## src/rtl/register_bank.sv

```systemverilog
// Architectural state of the 4-bit CPU: A, B, OUT, PC and carry.
// Optional input synchronizer enabled by defining IN_SYNC_EN.
//
// Ports:
//   clk        rising-edge clock
//   reset      synchronous reset, active-high; beats en and load_sel
//   en         advance enable; 0 freezes every register
//   load_sel   write strobes {PC, OUT, B, A}
//   data_in    ALU result written back to the selected registers
//   carry_in   ALU carry of the current instruction
//   in_port    external input switches
//   reg_a      register A, to the ALU-input multiplexer
//   reg_b      register B, to the ALU-input multiplexer
//   in_port_q  input port value, to the ALU-input multiplexer
//   out_port   output port register
//   pc         program counter / ROM address
//   carry_flag carry of the previous instruction (JNC condition)
//   pc_wrap    one-cycle pulse after PC increments from all-ones to 0
//
// Configuration:
//   IN_SYNC_EN defined   : in_port goes through a 2-flop synchronizer,
//                          reset to 0, clocked by clk and not gated by en.
//   IN_SYNC_EN undefined : in_port_q is in_port, combinationally.

module register_bank #(
  parameter int               WIDTH    = 4,
  parameter logic [WIDTH-1:0] PC_RESET = '0
) (
  input  logic             clk,
  input  logic             reset,
  input  logic             en,
  input  logic [3:0]       load_sel,
  input  logic [WIDTH-1:0] data_in,
  input  logic             carry_in,
  input  logic [WIDTH-1:0] in_port,
  output logic [WIDTH-1:0] reg_a,
  output logic [WIDTH-1:0] reg_b,
  output logic [WIDTH-1:0] in_port_q,
  output logic [WIDTH-1:0] out_port,
  output logic [WIDTH-1:0] pc,
  output logic             carry_flag,
  output logic             pc_wrap
);

  localparam int SEL_A   = 0;
  localparam int SEL_B   = 1;
  localparam int SEL_OUT = 2;
  localparam int SEL_PC  = 3;

  logic [WIDTH-1:0] a_q,   a_d;
  logic [WIDTH-1:0] b_q,   b_d;
  logic [WIDTH-1:0] out_q, out_d;
  logic [WIDTH-1:0] pc_q,  pc_d;
  logic             c_q,   c_d;
  logic             w_q,   w_d;

  logic [WIDTH-1:0] pc_inc;
  logic             pc_at_max;

  assign pc_inc    = pc_q + 1'b1;
  assign pc_at_max = (pc_q == '1);

  always_comb begin
    a_d   = a_q;
    b_d   = b_q;
    out_d = out_q;
    pc_d  = pc_q;
    c_d   = c_q;
    w_d   = 1'b0;
    if (en) begin
      if (load_sel[SEL_A])   a_d   = data_in;
      if (load_sel[SEL_B])   b_d   = data_in;
      if (load_sel[SEL_OUT]) out_d = data_in;
      c_d = carry_in;
      if (load_sel[SEL_PC]) begin
        pc_d = data_in;
      end else begin
        pc_d = pc_inc;
        // Only a genuine increment out of all-ones counts as a wrap;
        // a jump that happens to land on 0 does not.
        w_d  = pc_at_max;
      end
    end
  end

  always_ff @(posedge clk) begin
    if (reset) begin
      a_q   <= '0;
      b_q   <= '0;
      out_q <= '0;
      pc_q  <= PC_RESET;
      c_q   <= 1'b0;
      w_q   <= 1'b0;
    end else begin
      a_q   <= a_d;
      b_q   <= b_d;
      out_q <= out_d;
      pc_q  <= pc_d;
      c_q   <= c_d;
      w_q   <= w_d;
    end
  end

`ifdef IN_SYNC_EN
  logic [WIDTH-1:0] sync1_q;
  logic [WIDTH-1:0] sync2_q;

  // Free-running so the switches keep settling while single-stepping.
  always_ff @(posedge clk) begin
    if (reset) begin
      sync1_q <= '0;
      sync2_q <= '0;
    end else begin
      sync1_q <= in_port;
      sync2_q <= sync1_q;
    end
  end

  assign in_port_q = sync2_q;
`else
  assign in_port_q = in_port;
`endif

  assign reg_a      = a_q;
  assign reg_b      = b_q;
  assign out_port   = out_q;
  assign pc         = pc_q;
  assign carry_flag = c_q;
  assign pc_wrap    = w_q;

endmodule
```

## config.mk

```make
export PLATFORM = sky130hd
export DESIGN_NAME = register_bank
export DESIGN_NICKNAME = d
export VERILOG_FILES = /design/src/rtl/register_bank.sv
export SDC_FILE = /design/constraint.sdc
export NUM_CORES = 1
export LEC_CHECK = 0
export BUFFER_PORTS_ARGS = -buffer_cell sky130_fd_sc_hd__buf_2
export CAP_MARGIN = 20
export CORE_UTILIZATION = 35
export CTS_BUF_LIST = sky130_fd_sc_hd__clkbuf_4 sky130_fd_sc_hd__clkbuf_8 sky130_fd_sc_hd__clkbuf_16
export DETAILED_ROUTE_END_ITERATION = 16
export PLACE_DENSITY_LB_ADDON = 0.25
export SLEW_MARGIN = 10
export SYNTH_ARGS = -nofsm -noshare
export SYNTH_HDL_FRONTEND = slang
export SYNTH_SLANG_ARGS = --single-unit
export TNS_END_PERCENT = 5
```

## constraint.sdc

```tcl
create_clock -name clk -period 1.2 [get_ports clk]
set_clock_uncertainty 0.15 [all_clocks]
set_input_delay 0.24 -clock clk [delete_from_list [all_inputs] [get_ports clk]]
set_output_delay 0.24 -clock clk [all_outputs]
set_load 0.01 [all_outputs]
```

==> results by group, run 1 <==
Global routing
  • Grt ovf: 0
  • Vias in the first global route: 663
  • First-pass GRT wire length: 2.86 mm
  • Antenna violations before repair: 0
  • Largest net degree at the start of global routing: 20
  • Tot GR Track Use: between 10% and 20%

Worst setup path
  • Reg2reg setup slack: around 0.040 ns
  • Critical path startpoint category: flip-flop
  • RR Endpoint: pc[3]
  • Setup crit start: pc[2]
  • Worst r2r src: pc[0]
  • Worst EP required: approximately 0.81 ns
  • CP Capture Point: pc[2]
  • Setup CP Type: reg -> out
  • Critical-path maximum fanout: 2
  • Arrival @ worst endpoint: between 0.8 and 0.9 ns
  • Type of destination of the critical path: primary output
  • Worst R2R Path Depth: 3

Layout
  • Final instance area: ~1000 um2
  • N_diodes: 0
  • Fraction of layout instances using a drive strength above 1: between 40% and 50%
  • Final Instance Count excl. Fillers: roughly 150
  • Fin nets: 139
  • P&R area growth vs syn: 33.1%

Floorplan
  • Die Area: around 2400 um2
  • Initial core utilization: about two fifths
  • Row Count: 16
  • Die Y: 48.8 um
  • Die W: around 49 um
  • Io pins: 38
  • Core box area: 2000 um2

Placement
  • IO Port Bufs: 29
  • Placed insts: 143
  • RePlAce Congestion: approximately 0.75
  • DP HPWL: around 1.2 mm
  • Cell Area, Placed: between 900 and 1000 um2

Drt
  • Final WL: about 1.8 mm
  • Vias: 740
  • First drt pass iteration count: 4
  • Mean routed wirelength per cell: ~12 um
  • DRT antenna net count: 0
  • DRC viols: 0
  • First DRT Iteration DRCs: 7
  • DR vias/cell: around 5

Logic synthesis
  • Synth Area per Inst: between 8 and 9 um2
  • Syn Nets: 108
  • Mapped Cells: roughly 90
  • Top-count cell post-synth: dfxtp_1
  • Yosys reg bits: 18
  • Post-synthesis cell type count: 23
  • Synth top area share: about 47%
  • Post-synth top area cell: dfxtp_1
  • Top cells by count, synth: dfxtp_1 (18), nand2_1 (16), nand3_1 (14)
  • Synth area leaders: dfxtp_1 (47%), nand3_1 (9.1%), a21oi_1 (8.5%)
  • Synthesis warning total: 0
  • Number of flops mapped to enable cells by yosys: 0
  • Syn Std Cell Area: about 770 um2
  • Prevailing post-synth register cell: dfxtp_1
  • Ys async rst share: 0%
  • Register area share after synthesis: between 40 and 50%

STA
  • Setup violators final: 1
  • Relative slew slack: 85.0%
  • RSZ-0062 raised after global routing: yes
  • Fin crit share: 103%
  • Worst-margin pin slew: 0.224 ns
  • Crit path setup slack, layout: -0.0309 ns
  • Slew Limit Fails: 0
  • Fmax: approximately 0.81 GHz
  • Total negative slack: -0.0309 ns
  • Min cycle time layout: ~1.2 ns
  • Final hold violations: 0

Pwr
  • Pwr per Cell Area: 1190 nW/um2
  • Leak pwr: between 0.4 and 0.5 nW
  • Maximum vdd drop: between 0.8 and 0.9 mV

Clock tree
  • Root buf cell: clkbuf_4
  • Insertion delay to the later sink of the worst-skew pair: roughly 0.29 ns
  • Clock slew seen by the registers of the worst setup and hold paths: 0.10 ns
  • Cts bufs inserted: 3
  • H-Tree Depth: 1
  • Clock tree from TritonCTS: done
  • Maximum clock path buffer count: 2
  • Hold_buf cts: 0
  • CTS sink cnt: 18

Run status
  • Failing checks: setup timing
  • Status: finished, violations left

Worst hold path
  • Worst hold path class: in -> reg
  • Hold Path Origin: carry_in

Run
  • MaxCap Viol Count: 0
[how the worst min path moves through the flow]
stage / endpoint / cells after the start / slack, ns
after detailed placement: out_port[0] / 2 / 0.29
after CTS: carry_flag / 3 / 0.03
after global placement: out_port[3] / 2 / 0.29
after floorplan: pc_wrap / 2 / 0.22
after global routing: carry_flag / 3 / 0.04
final: carry_flag / 3 / 0.03
[registers in the layout (all words and copies together) (netlist names)]
signal and count:
pc_wrap 1, reg_b 4, out_port 4, carry_flag 1, pc 4, reg_a 4
[routing by layer]
| metal | part of all wire (%) | track usage (%) | up-vias |
|---|---|---|---|
| met1 | 47 | 18.4 | 344 |
| met3 | 6.2 | 6.23 | 2 |
| met2 | 46 | 25.7 | 20 |
| met4 | 0.68 | 6.37 | 0 |
| li1 | - | - | 374 |
| met5 | 0 | 0 | - |
[critical path: stages, from the launching register on]
cell     delay (ns)
dfxtp_2        0.34
buf_6          0.11
buf_6          0.11
[layout by cell type, fill, tap and decap left out, types with 3 or more instances in the layout]
master / instances
a21oi_1: 13
buf_4: 4
nor2_1: 3
buf_6: 4
dfxtp_1: 7
nand3_1: 14
nand2_1: 16
a31oi_1: 3
dfxtp_2: 9
clkbuf_4: 3
buf_2: 26
[power by group]
part	internal [mW]	switching, mW
combinational	0.0912	0.0996
sequential	0.628	0.0193
clock	0.185	0.187
[through the flow]
step                power, mW  setup WS, ns  utilization [%]  hold slack [ns]
floorplan               0.765        0.0160                -            0.218
global placement        0.835        0.0483             46.6            0.290
detailed placement      0.837        0.0220             46.6            0.290
CTS                      1.23       -0.0516             50.2           0.0263
global route             1.28       -0.0695             51.0           0.0392
finish                   1.21       -0.0309             51.0           0.0343
[cells by family after synthesis]
| kind of cell | Yosys count | synth area share (%) |
|---|---|---|
| simple gates | 42 | 27.4 |
| compound gates | 19 | 13.2 |
| flops | 18 | 47.0 |
| buf+inv | 9 | 8.16 |
| mux | 2 | 2.61 |
| fa+ha+maj | 1 | 1.63 |
[repair_timing]
item | CTS | global route
resized for setup | 8 | 11
pin swaps | 0 | 1
endpoints found under the setup margin | 5 | 14
setup buffers | 1 | 0
[cell type report]
| type | instances | area, um2 |
|---|---|---|
| Fill cell | 203 | 981 |
| Tap cell | 27 | 33.8 |
| Clock buffer | 4 | 36.3 |
| Sequential cell | 18 | 379 |
| Multi-Input combinational cell | 64 | 347 |
| Timing Repair Buffer | 35 | 225 |
Note: power is estimated with default switching activity, not from simulation.
==> inputs of run 2 (changes only) <==
- RECOVER_POWER: not set -> 25
==> run 2 against run 1 <==
  * Via count is the same
  * The run still ends with setup timing left
  * Critical path type unchanged
  * Highest routed layer unchanged
  * Non-clock buffer count is the same
  * Flip-flop and latch count is the same
  * Critical endpoint unchanged
  * Clock power is essentially flat
  * Register-to-register slack about the same
==> results by group, run 2 (synthesized netlist as in run 1, its figures left out) <==
Layout
  • Fraction of layout instances using a drive strength above 1: 43.0% (unchanged)
  • P&R area growth vs syn: 31.2% (was 33.1%)
  • Fin nets: 139 (unchanged)
  • Fillers: 205 (was 203)
  • N_diodes: 0 (unchanged)
  • Final instance area: 1010 um2 (was 1020 um2)
  • Commonest non-fill, non-tap cell in the layout: buf_2 (unchanged)
  • Commonest non-fill, non-tap cells in the layout: buf_2 (26), nand2_1 (16), nand3_1 (14), a21oi_1 (13), dfxtp_2 (9) (unchanged)
  • Final Instance Count excl. Fillers: 148 (unchanged)

Run status
  • Status: finished, violations left (unchanged)
  • Failing checks: setup timing (unchanged)

Global routing
  • First-pass GRT wire length: 2.86 mm (unchanged)
  • Tot GR Track Use: 15.8% (unchanged)
  • Antenna violations before repair: 0 (unchanged)
  • Largest net degree at the start of global routing: 20 (unchanged)
  • Vias in the first global route: 663 (unchanged)
  • Grt ovf: 0 (unchanged)

Floorplan
  • Core box area: 2000 um2 (unchanged)
  • Die Y: 48.8 um (unchanged)
  • Row Count: 16 (unchanged)
  • Die W: 48.8 um (unchanged)
  • Initial core utilization: 38.3% (unchanged)
  • Io pins: 38 (unchanged)
  • Die Area: 2380 um2 (unchanged)

Drt
  • DRC viols: 0 (unchanged)
  • Mean routed wirelength per cell: 11.9 um (about the same)
  • DRT antenna net count: 0 (unchanged)
  • Final WL: 1.76 mm (was 1.77 mm)
  • DR vias/cell: 5.00 (unchanged)
  • First drt pass iteration count: 4 (unchanged)
  • Vias: 740 (unchanged)
  • First DRT Iteration DRCs: 10 (was 7)

Run
  • MaxCap Viol Count: 0 (unchanged)

Worst setup path
  • Worst r2r src: pc[0] (unchanged)
  • Critical path startpoint category: flip-flop (unchanged)
  • Critical-path maximum fanout: 2 (unchanged)
  • Worst EP required: 0.81 ns (about the same)
  • Type of destination of the critical path: primary output (unchanged)
  • Delay of the slowest critical-path stage: 0.34 ns (about the same)
  • Reg2reg setup slack: 0.03 ns (was 0.04 ns)
  • Setup CP Type: reg -> out (unchanged)
  • Slowest-stage cell, CP: dfxtp_2 (unchanged)
  • Arrival @ worst endpoint: 0.84 ns (about the same)
  • CP cell instances: buf_6 > buf_6 (unchanged)
  • Worst R2R Path Depth: 3 (unchanged)
  • RR Endpoint: pc[3] (unchanged)
  • Most used cell, CP: buf_6 (unchanged)

Clock tree
  • Cts bufs inserted: 3 (unchanged)
  • Root buf cell: clkbuf_4 (unchanged)
  • Clock tree from TritonCTS: done (unchanged)
  • Insertion delay to the later sink of the worst-skew pair: 0.29 ns (about the same)
  • CTS sink cnt: 18 (unchanged)
  • Clock slew seen by the registers of the worst setup and hold paths: 0.10 ns (about the same)
  • Hold_buf cts: 0 (unchanged)
  • H-Tree Depth: 1 (unchanged)
  • Maximum clock path buffer count: 2 (unchanged)

Worst hold path
  • Worst hold stages: 3 (unchanged)
  • Worst hold path class: in -> reg (unchanged)
  • Hold-critical path endpoint: carry_flag (unchanged)
  • Hold Path Origin: carry_in (unchanged)

STA
  • Worst-margin pin slew: 0.354 ns (was 0.224 ns)
  • Setup violators final: 1 (unchanged)
  • Slew Limit Fails: 0 (unchanged)
  • Final hold violations: 0 (unchanged)
  • Min cycle time layout: 1.23 ns (about the same)
  • Crit path setup slack, layout: -0.0326 ns (was -0.0309 ns)
  • Fin crit share: 103% (about the same)
  • Relative slew slack: 76.4% (was 85.0%)
  • RSZ-0062 raised after global routing: yes (unchanged)
  • Fmax: 0.811 GHz (was 0.812 GHz)

Pwr
  • Maximum vdd drop: 0.884 mV (was 0.885 mV)
  • Leak pwr: 0.444 nW (was 0.449 nW)
  • Pwr per Cell Area: 1200 nW/um2 (was 1190 nW/um2)

Placement
  • RePlAce Congestion: 0.753 (unchanged)
  • IO Port Bufs: 29 (unchanged)
  • DP HPWL: 1.25 mm (unchanged)
  • Placed insts: 143 (unchanged)
  • Cell Area, Placed: 933 um2 (unchanged)
-- run 2: cell count changes in the layout (fill, tap and decap cells not counted) --
cell      previous run  this run
clkbuf_2             0         1
buf_12               1         0
-- run 2: routing by layer --
| metal | track usage [%] | share of wire (%) | vias up | wire [um] |
|---|---|---|---|---|
| met5 | 0 | 0 | - | 0 |
| met2 | 25.7 | 47 | 23 | 827 |
| met3 | 6.23 | 6.1 | 2 | 108 |
| met1 | 18.4 | 46 | 342 | 809 |
| met4 | 6.37 | 0.68 | 0 | 12 |
| li1 | - | - | 373 | - |
-- run 2: per-stage QoR --
step / hold slack, ns / total power, mW / setup slack [ns] / utilization, % / TNS, ns
final: 0.0350 / 1.21 / -0.0326 / 50.2 / -0.0326
after global routing: 0.0396 / 1.27 / -0.0695 / 50.2 / -0.196
after CTS: 0.0263 / 1.23 / -0.0516 / 50.2 / -0.0516
after detailed placement: 0.290 / 0.837 / 0.0220 / 46.6 / 0
after global placement: 0.290 / 0.835 / 0.0483 / 46.6 / 0
after floorplan: 0.218 / 0.765 / 0.0160 / - / 0
-- run 2: area by class of cell --
class	instances	area (um2)	share of cell area, %
tap	27	33.8	3.36
clock buffer	4	36.3	3.61
multi-input combinational	64	347	34.5
timing repair buffer	35	210	20.9
sequential	18	379	37.7
-- run 2: repair_timing --
| item | in CTS | in global routing |
|---|---|---|
| resized for setup | 8 | 11 |
| endpoints found under the hold margin | 0 | 0 |
| endpoints found under the setup margin | 5 | 14 |
| setup buffers | 1 | 0 |
| pin swaps | 0 | 1 |
-- run 2: worst max-delay path by stage --
stage	start	endpoint	slack, ns	depth (start not counted)
after floorplan	pc[2]	pc[3]	0.02	3
after global routing	pc[2]	pc[2]	-0.07	2
final	pc[2]	pc[2]	-0.03	2
after global placement	pc[1]	pc[3]	0.05	3
after CTS	pc[2]	pc[2]	-0.05	2
after detailed placement	pc[0]	pc[2]	0.02	4
-- run 2: critical path: cells and delay by family (launching register included) --
family / cells / cell delay (ns)
buffers and inverters: 2 / 0.22
DFF: 1 / 0.34
-- run 2: report_power, final --
part / switching, mW / internal [mW]
combinational: 0.0986 / 0.0857
sequential: 0.0194 / 0.628
clock: 0.190 / 0.185
total: 0.308 / 0.899
